[config.mk]
export PLATFORM = sky130hd
export DESIGN_NAME = shift_register_multitap
export DESIGN_NICKNAME = d
export VERILOG_FILES = /design/src/rtl/shift_register_multitap.sv
export SDC_FILE = /design/constraint.sdc
export NUM_CORES = 1
export LEC_CHECK = 0
export BUFFER_PORTS_ARGS = -buffer_cell sky130_fd_sc_hd__buf_2
export CORE_MARGIN = 10
export CORE_UTILIZATION = 50
export CTS_BUF_LIST = sky130_fd_sc_hd__clkbuf_8
export CTS_CLUSTER_SIZE = 14
export DETAILED_ROUTE_END_ITERATION = 10
export GPL_ROUTABILITY_DRIVEN = 0
export GPL_TIMING_DRIVEN = 0
export PLACE_DENSITY = 0.64
export REMOVE_ABC_BUFFERS = 1
export SYNTH_ARGS = -nofsm -noshare
export SYNTH_HDL_FRONTEND = slang
export SYNTH_SLANG_ARGS = --single-unit
[constraint.sdc]
create_clock -name clk -period 2.76 [get_ports clk]
set_clock_uncertainty 0.1 [all_clocks]
set_input_delay 0.138 -clock clk [delete_from_list [all_inputs] [get_ports clk]]
set_output_delay 0.138 -clock clk [all_outputs]
set_load 0.05 [all_outputs]
[src/rtl/shift_register_multitap.sv]
// Multi-tap shift register: push at position 0, independent dynamic read taps.
// Optional fill tracking (fill_count, full, flush, dob_valid) enabled by macro SRM_FILL_TRACK_EN.
module shift_register_multitap #(
  parameter int DATA_WIDTH          = 8,
  parameter int DEPTH               = 16,
  parameter int NUM_TAPS            = 2,
  parameter int NUM_REGISTER_OUTPUT = 0,
  localparam int AW = $clog2(DEPTH),
  localparam int CW = $clog2(DEPTH + 1)
) (
  input  logic                           clk,
  input  logic                           rst_n,
  input  logic                           wea,
  input  logic [DATA_WIDTH-1:0]          dia,
  input  logic                           flush,
  input  logic [NUM_TAPS-1:0]            reb,
  input  logic [NUM_TAPS*AW-1:0]         addrb,
  output logic [NUM_TAPS*DATA_WIDTH-1:0] dob,
  output logic [NUM_TAPS-1:0]            dob_valid,
  output logic [NUM_TAPS-1:0]            addr_err,
  output logic [CW-1:0]                  fill_count,
  output logic                           full
);

  if (DEPTH < 2 || DEPTH > 1024) begin : g_bad_depth
    $fatal(1, "shift_register_multitap: DEPTH must be in 2..1024");
  end
  if (NUM_TAPS < 1 || NUM_TAPS > 8) begin : g_bad_taps
    $fatal(1, "shift_register_multitap: NUM_TAPS must be in 1..8");
  end
  if (NUM_REGISTER_OUTPUT != 0 && NUM_REGISTER_OUTPUT != 1) begin : g_bad_lat
    $fatal(1, "shift_register_multitap: NUM_REGISTER_OUTPUT must be 0 or 1");
  end
  if (DATA_WIDTH < 1) begin : g_bad_width
    $fatal(1, "shift_register_multitap: DATA_WIDTH must be positive");
  end

  logic [DATA_WIDTH-1:0]          sr_q [DEPTH];
  logic [DATA_WIDTH-1:0]          sr_d [DEPTH];
  logic [NUM_TAPS*DATA_WIDTH-1:0] data_s;
  logic [NUM_TAPS-1:0]            val_s;
  logic [NUM_TAPS-1:0]            err_s;
  logic [AW-1:0]                  tap_addr_s;

  always_comb begin
    sr_d = sr_q;
    if (wea) begin
      sr_d[0] = dia;
      for (int i = 1; i < DEPTH; i++) begin
        sr_d[i] = sr_q[i-1];
      end
    end else begin
      sr_d = sr_q;
    end
  end

  // Storage has no reset so it can map onto shift-register primitives.
  always_ff @(posedge clk) begin
    sr_q <= sr_d;
  end

`ifdef SRM_FILL_TRACK_EN
  logic [CW-1:0] fill_q;
  logic [CW-1:0] fill_d;

  always_comb begin
    fill_d = fill_q;
    if (flush) begin
      fill_d = wea ? CW'(1) : CW'(0);
    end else if (wea && (fill_q != CW'(DEPTH))) begin
      fill_d = fill_q + CW'(1);
    end else begin
      fill_d = fill_q;
    end
  end

  always_ff @(posedge clk or negedge rst_n) begin
    if (!rst_n) begin
      fill_q <= '0;
    end else begin
      fill_q <= fill_d;
    end
  end

  assign fill_count = fill_q;
  assign full       = (fill_q == CW'(DEPTH));
`else
  logic unused_flush_s;
  assign unused_flush_s = flush;
  assign fill_count     = '0;
  assign full           = 1'b0;
`endif

  always_comb begin
    data_s     = '0;
    val_s      = '0;
    err_s      = '0;
    tap_addr_s = '0;
    for (int t = 0; t < NUM_TAPS; t++) begin
      tap_addr_s = addrb[t*AW +: AW];
      err_s[t]   = (32'(tap_addr_s) >= 32'(DEPTH));
      if (err_s[t]) begin
        data_s[t*DATA_WIDTH +: DATA_WIDTH] = '0;
      end else begin
        data_s[t*DATA_WIDTH +: DATA_WIDTH] = sr_q[tap_addr_s];
      end
`ifdef SRM_FILL_TRACK_EN
      val_s[t] = !err_s[t] && (32'(tap_addr_s) < 32'(fill_q));
`else
      val_s[t] = !err_s[t];
`endif
    end
  end

  if (NUM_REGISTER_OUTPUT == 1) begin : g_reg_out
    logic [NUM_TAPS*DATA_WIDTH-1:0] dob_q, dob_d;
    logic [NUM_TAPS-1:0]            val_q, val_d;
    logic [NUM_TAPS-1:0]            err_q, err_d;

    // Sampling uses pre-edge storage and fill, so a same-cycle push is not yet visible.
    always_comb begin
      dob_d = dob_q;
      val_d = val_q;
      err_d = err_q;
      for (int t = 0; t < NUM_TAPS; t++) begin
        if (reb[t]) begin
          dob_d[t*DATA_WIDTH +: DATA_WIDTH] = data_s[t*DATA_WIDTH +: DATA_WIDTH];
          val_d[t] = val_s[t];
          err_d[t] = err_s[t];
        end else begin
          dob_d[t*DATA_WIDTH +: DATA_WIDTH] = dob_q[t*DATA_WIDTH +: DATA_WIDTH];
          val_d[t] = val_q[t];
          err_d[t] = err_q[t];
        end
      end
    end

    always_ff @(posedge clk or negedge rst_n) begin
      if (!rst_n) begin
        dob_q <= '0;
        val_q <= '0;
        err_q <= '0;
      end else begin
        dob_q <= dob_d;
        val_q <= val_d;
        err_q <= err_d;
      end
    end

    assign dob       = dob_q;
    assign dob_valid = val_q;
    assign addr_err  = err_q;
  end else begin : g_comb_out
    logic unused_reb_s;
    assign unused_reb_s = ^reb;
    assign dob          = data_s;
    assign dob_valid    = val_s;
    assign addr_err     = err_s;
  end

endmodule

==> summary.md <==
| Metric | Value |
|---|---|
| Unrepaired setup endpoints after global routing | `false` |
| Reg-to-Reg Start | `sr_q[17]$_DFFE_PP_` |
| Min Tclk post-route | `2480 ps` |
| Clock-pin slew on the worst setup and hold paths | `70 ps` |
| Worst reg2reg path depth | `0` |
| Max reg flops | `128` |
| Largest net degree at the start of global routing | `93` |
| Distinct cell type count after synthesis | `15` |
| Flop pwr share | `54.1%` |
| Half-perimeter wire length after placement | `6450 um` |
| Pint | `3.26 mW` |
| Area contributors post-synth | `edfxtp_1, mux4_2, mux4_1` |
| Area after DPL | `6160 sq um` |
| Post-Syn Area | `6000 sq um` |
| CP cell instances | `buf_2 -> mux4_4 -> a22oi_1 -> nand2_1 -> buf_2` |
| CP Capture Type | `output pin` |
| Warnings from Yosys | `0` |
| Slew headroom | `27.0%` |
| Die X | `130 um` |
| Clk sinks | `128` |
| Starting Density | `51.9%` |
| Placed Instances | `435` |
| DR vias | `2,986` |
| Pwr/cell area | `658 nW/um^2` |
| N_diodes | `0` |
| Via/cell ratio | `6.31` |
| Number of global-route vias before repair | `3,158` |
| DR iter-0 viols | `337` |
| First-pass detailed-route iteration total | `4` |
| Post-route ant nets | `0` |
| Area leader, netlist | `edfxtp_1` |
| CTS tree | `yes` |
| Layout net count | `342` |
| Setup violators final | `0` |
| Worst hold path depth | `2` |
| Post-synthesis cell count | `280` |
| Cell class contributing the biggest share of worst-path delay | `buffers and inverters` |
| # H-tree levels | `4` |
| Switching Fraction | `24.9%` |
| Seq/Total Area, Yosys | `64.1%` |
| Layout Cells excl Fill | `473` |
| FF-to-FF setup slack | `1950 ps` |
| Buffers on Ports | `33` |
| Max clock buf depth | `2` |
| Slowest CP cell | `buf_2` |
| Final instance area | `6590 sq um` |
| DRC | `0` |
| Kind of critical path | `input port to output pin` |
| Worst-skew pair later-pin latency | `440 ps` |
| CP startpoint kind | `input port` |
| Drt total wl | `11,300 um` |
| Achievable Freq | `0.403 GHz` |
| Slew Viols, Final | `0` |
| Antenna violations before repair | `0` |
| Worst reg2reg path endpoint | `sr_q[9]$_DFFE_PP_` |
| Final-report hold violation count | `0` |
| Fin worst setup slack | `279 ps` |
| CP dominant cell by count | `buf_2` |
| TritonCTS buffer count | `17` |
| Worst hold path class | `input port to flop` |
| Status | `complete, no violations` |
| Total track usage | `14.3%` |
| Top Ports | `48` |
| Core ar. | `11,600 sq um` |
| Worst path bufs/invs | `2` |
| Largest Register | `sr_q` |
| Hold_sp | `dia[4]` |
| Clock power frac | `33.2%` |
| Die height | `130 um` |
| Max-Cap Viols | `0` |
| P_sw | `1.08 mW` |
| Slowest stage delay, CP | `800 ps` |
| Slew @ Worst Pin | `1090 ps` |
| Root buffer cell | `clkbuf_8` |
| Top-area cell type share of the netlist area | `64.1%` |
| Critical path data required time | `2520 ps` |
| Setup bufs post-CTS | `0` |
| Period utilization | `89.9%` |
| Yosys reg bits | `128` |
| Largest regs | `sr_q (128)` |
| First-pass GRT wire length | `17,800 um` |
| Core Util, Final | `57.0%` |
| Leak | `2.33 nW` |
| Crit path max fanout | `32` |
| Worst Hold End | `sr_q[124]$_DFFE_PP_` |
| Layout cell share with drive strength beyond 1 | `28.5%` |
| CP Launch Point | `addrb[4]` |
| Worst slack at placement | `209 ps` |
| Setup_tns | `0 ps` |
| Die ar. | `16,800 sq um` |
| Synth-to-Final Area Change | `9.85%` |
| # rows | `39` |
| Avg Cell Area, Syn | `21.4 sq um` |
| Logic pwr share | `12.7%` |
| Total grt overflow | `0` |
| Peak VDD IR | `0.419 mV` |
| CP Data Arrival Time | `2240 ps` |
| Routed length per instance | `24.0 um` |
-- kinds of logic after synthesis --
family / synth area share, %
buffers and inverters: 4.13
muxes: 25.9
DFF: 64.1
AOI/OAI and AO/OA: 4.00
and+or+nand+nor: 1.79
other: 0.125
-- placed cells by master (no fill, tap or decap), drive strengths merged, types with 3 or more instances in the layout --
cell | synthesis | routed
dlygate4sd3 | 0 | 9
nand2 | 16 | 16
conb | 2 | 10
inv | 0 | 3
a22oi | 32 | 32
edfxtp | 128 | 128
clkbuf | 0 | 17
mux4 | 64 | 64
clkinv | 0 | 6
buf | 24 | 34
-- worst max path at each step --
stage | slack, ps | depth (start not counted) | endpoint
after detailed placement | 210 | 5 | dob[15]
final | 280 | 5 | dob[15]
after global placement | 40 | 1 | sr_q[45]$_DFFE_PP_
after CTS | 210 | 5 | dob[15]
after floorplan | 1060 | 3 | dob[0]
after global routing | 110 | 5 | dob[15]
-- final cells by class --
type                            count  area (sq um)
Multi-Input combinational cell    130          1940
Fill cell                         868          4980
Sequential cell                   128          3840
Clock inverter                     12           106
Tap cell                          143           179
Timing Repair Buffer               43           289
Clock buffer                       17           234
-- timing repair --
item | CTS | global route
endpoints found under the setup margin | 0 | 0
gates resized for setup | 0 | 0
hold buffers | 9 | 0
endpoints found under the hold margin | 44 | 0
-- cells in the mapped netlist --
library cell     number
buf_4                12
mux4_2               34
buf_2                 6
and2_1                2
mux4_1               28
nor2b_1               2
a22oi_1              32
nand2_1              16
nor2_1                2
edfxtp_1            128
conb_1                2
and2b_1               2
mux4_4                2
clkdlybuf4s25_2       6
buf_6                 6
-- per-layer routing --
metal	share of wire [%]	GRT usage [%]	vias to the layer above	wire [um]
met4	0.84	5.95	0	95
met2	49	22.3	91	5570
met3	8.1	4.53	9	913
met1	42	18.2	1582	4760
li1	-	-	1304	-
met5	0	0	-	0
-- metrics by stage --
| step | hold WS [ps] | power [mW] |
|---|---|---|
| floorplan | 137 | 2.73 |
| global placement | 216 | 2.92 |
| detailed placement | 216 | 2.93 |
| CTS | 273 | 4.40 |
| global route | 291 | 4.51 |
| finish | 309 | 4.34 |
-- power by group through the flow --
stage / Combinational (mW) / Sequential, mW / Clock (mW)
after floorplan: 0.370 / 2.36 / 0
after global placement: 0.539 / 2.38 / 0
after detailed placement: 0.546 / 2.39 / 0
after CTS: 0.558 / 2.35 / 1.49
after global routing: 0.588 / 2.36 / 1.56
final: 0.551 / 2.35 / 1.44
Power figures use the tool's default switching activity.
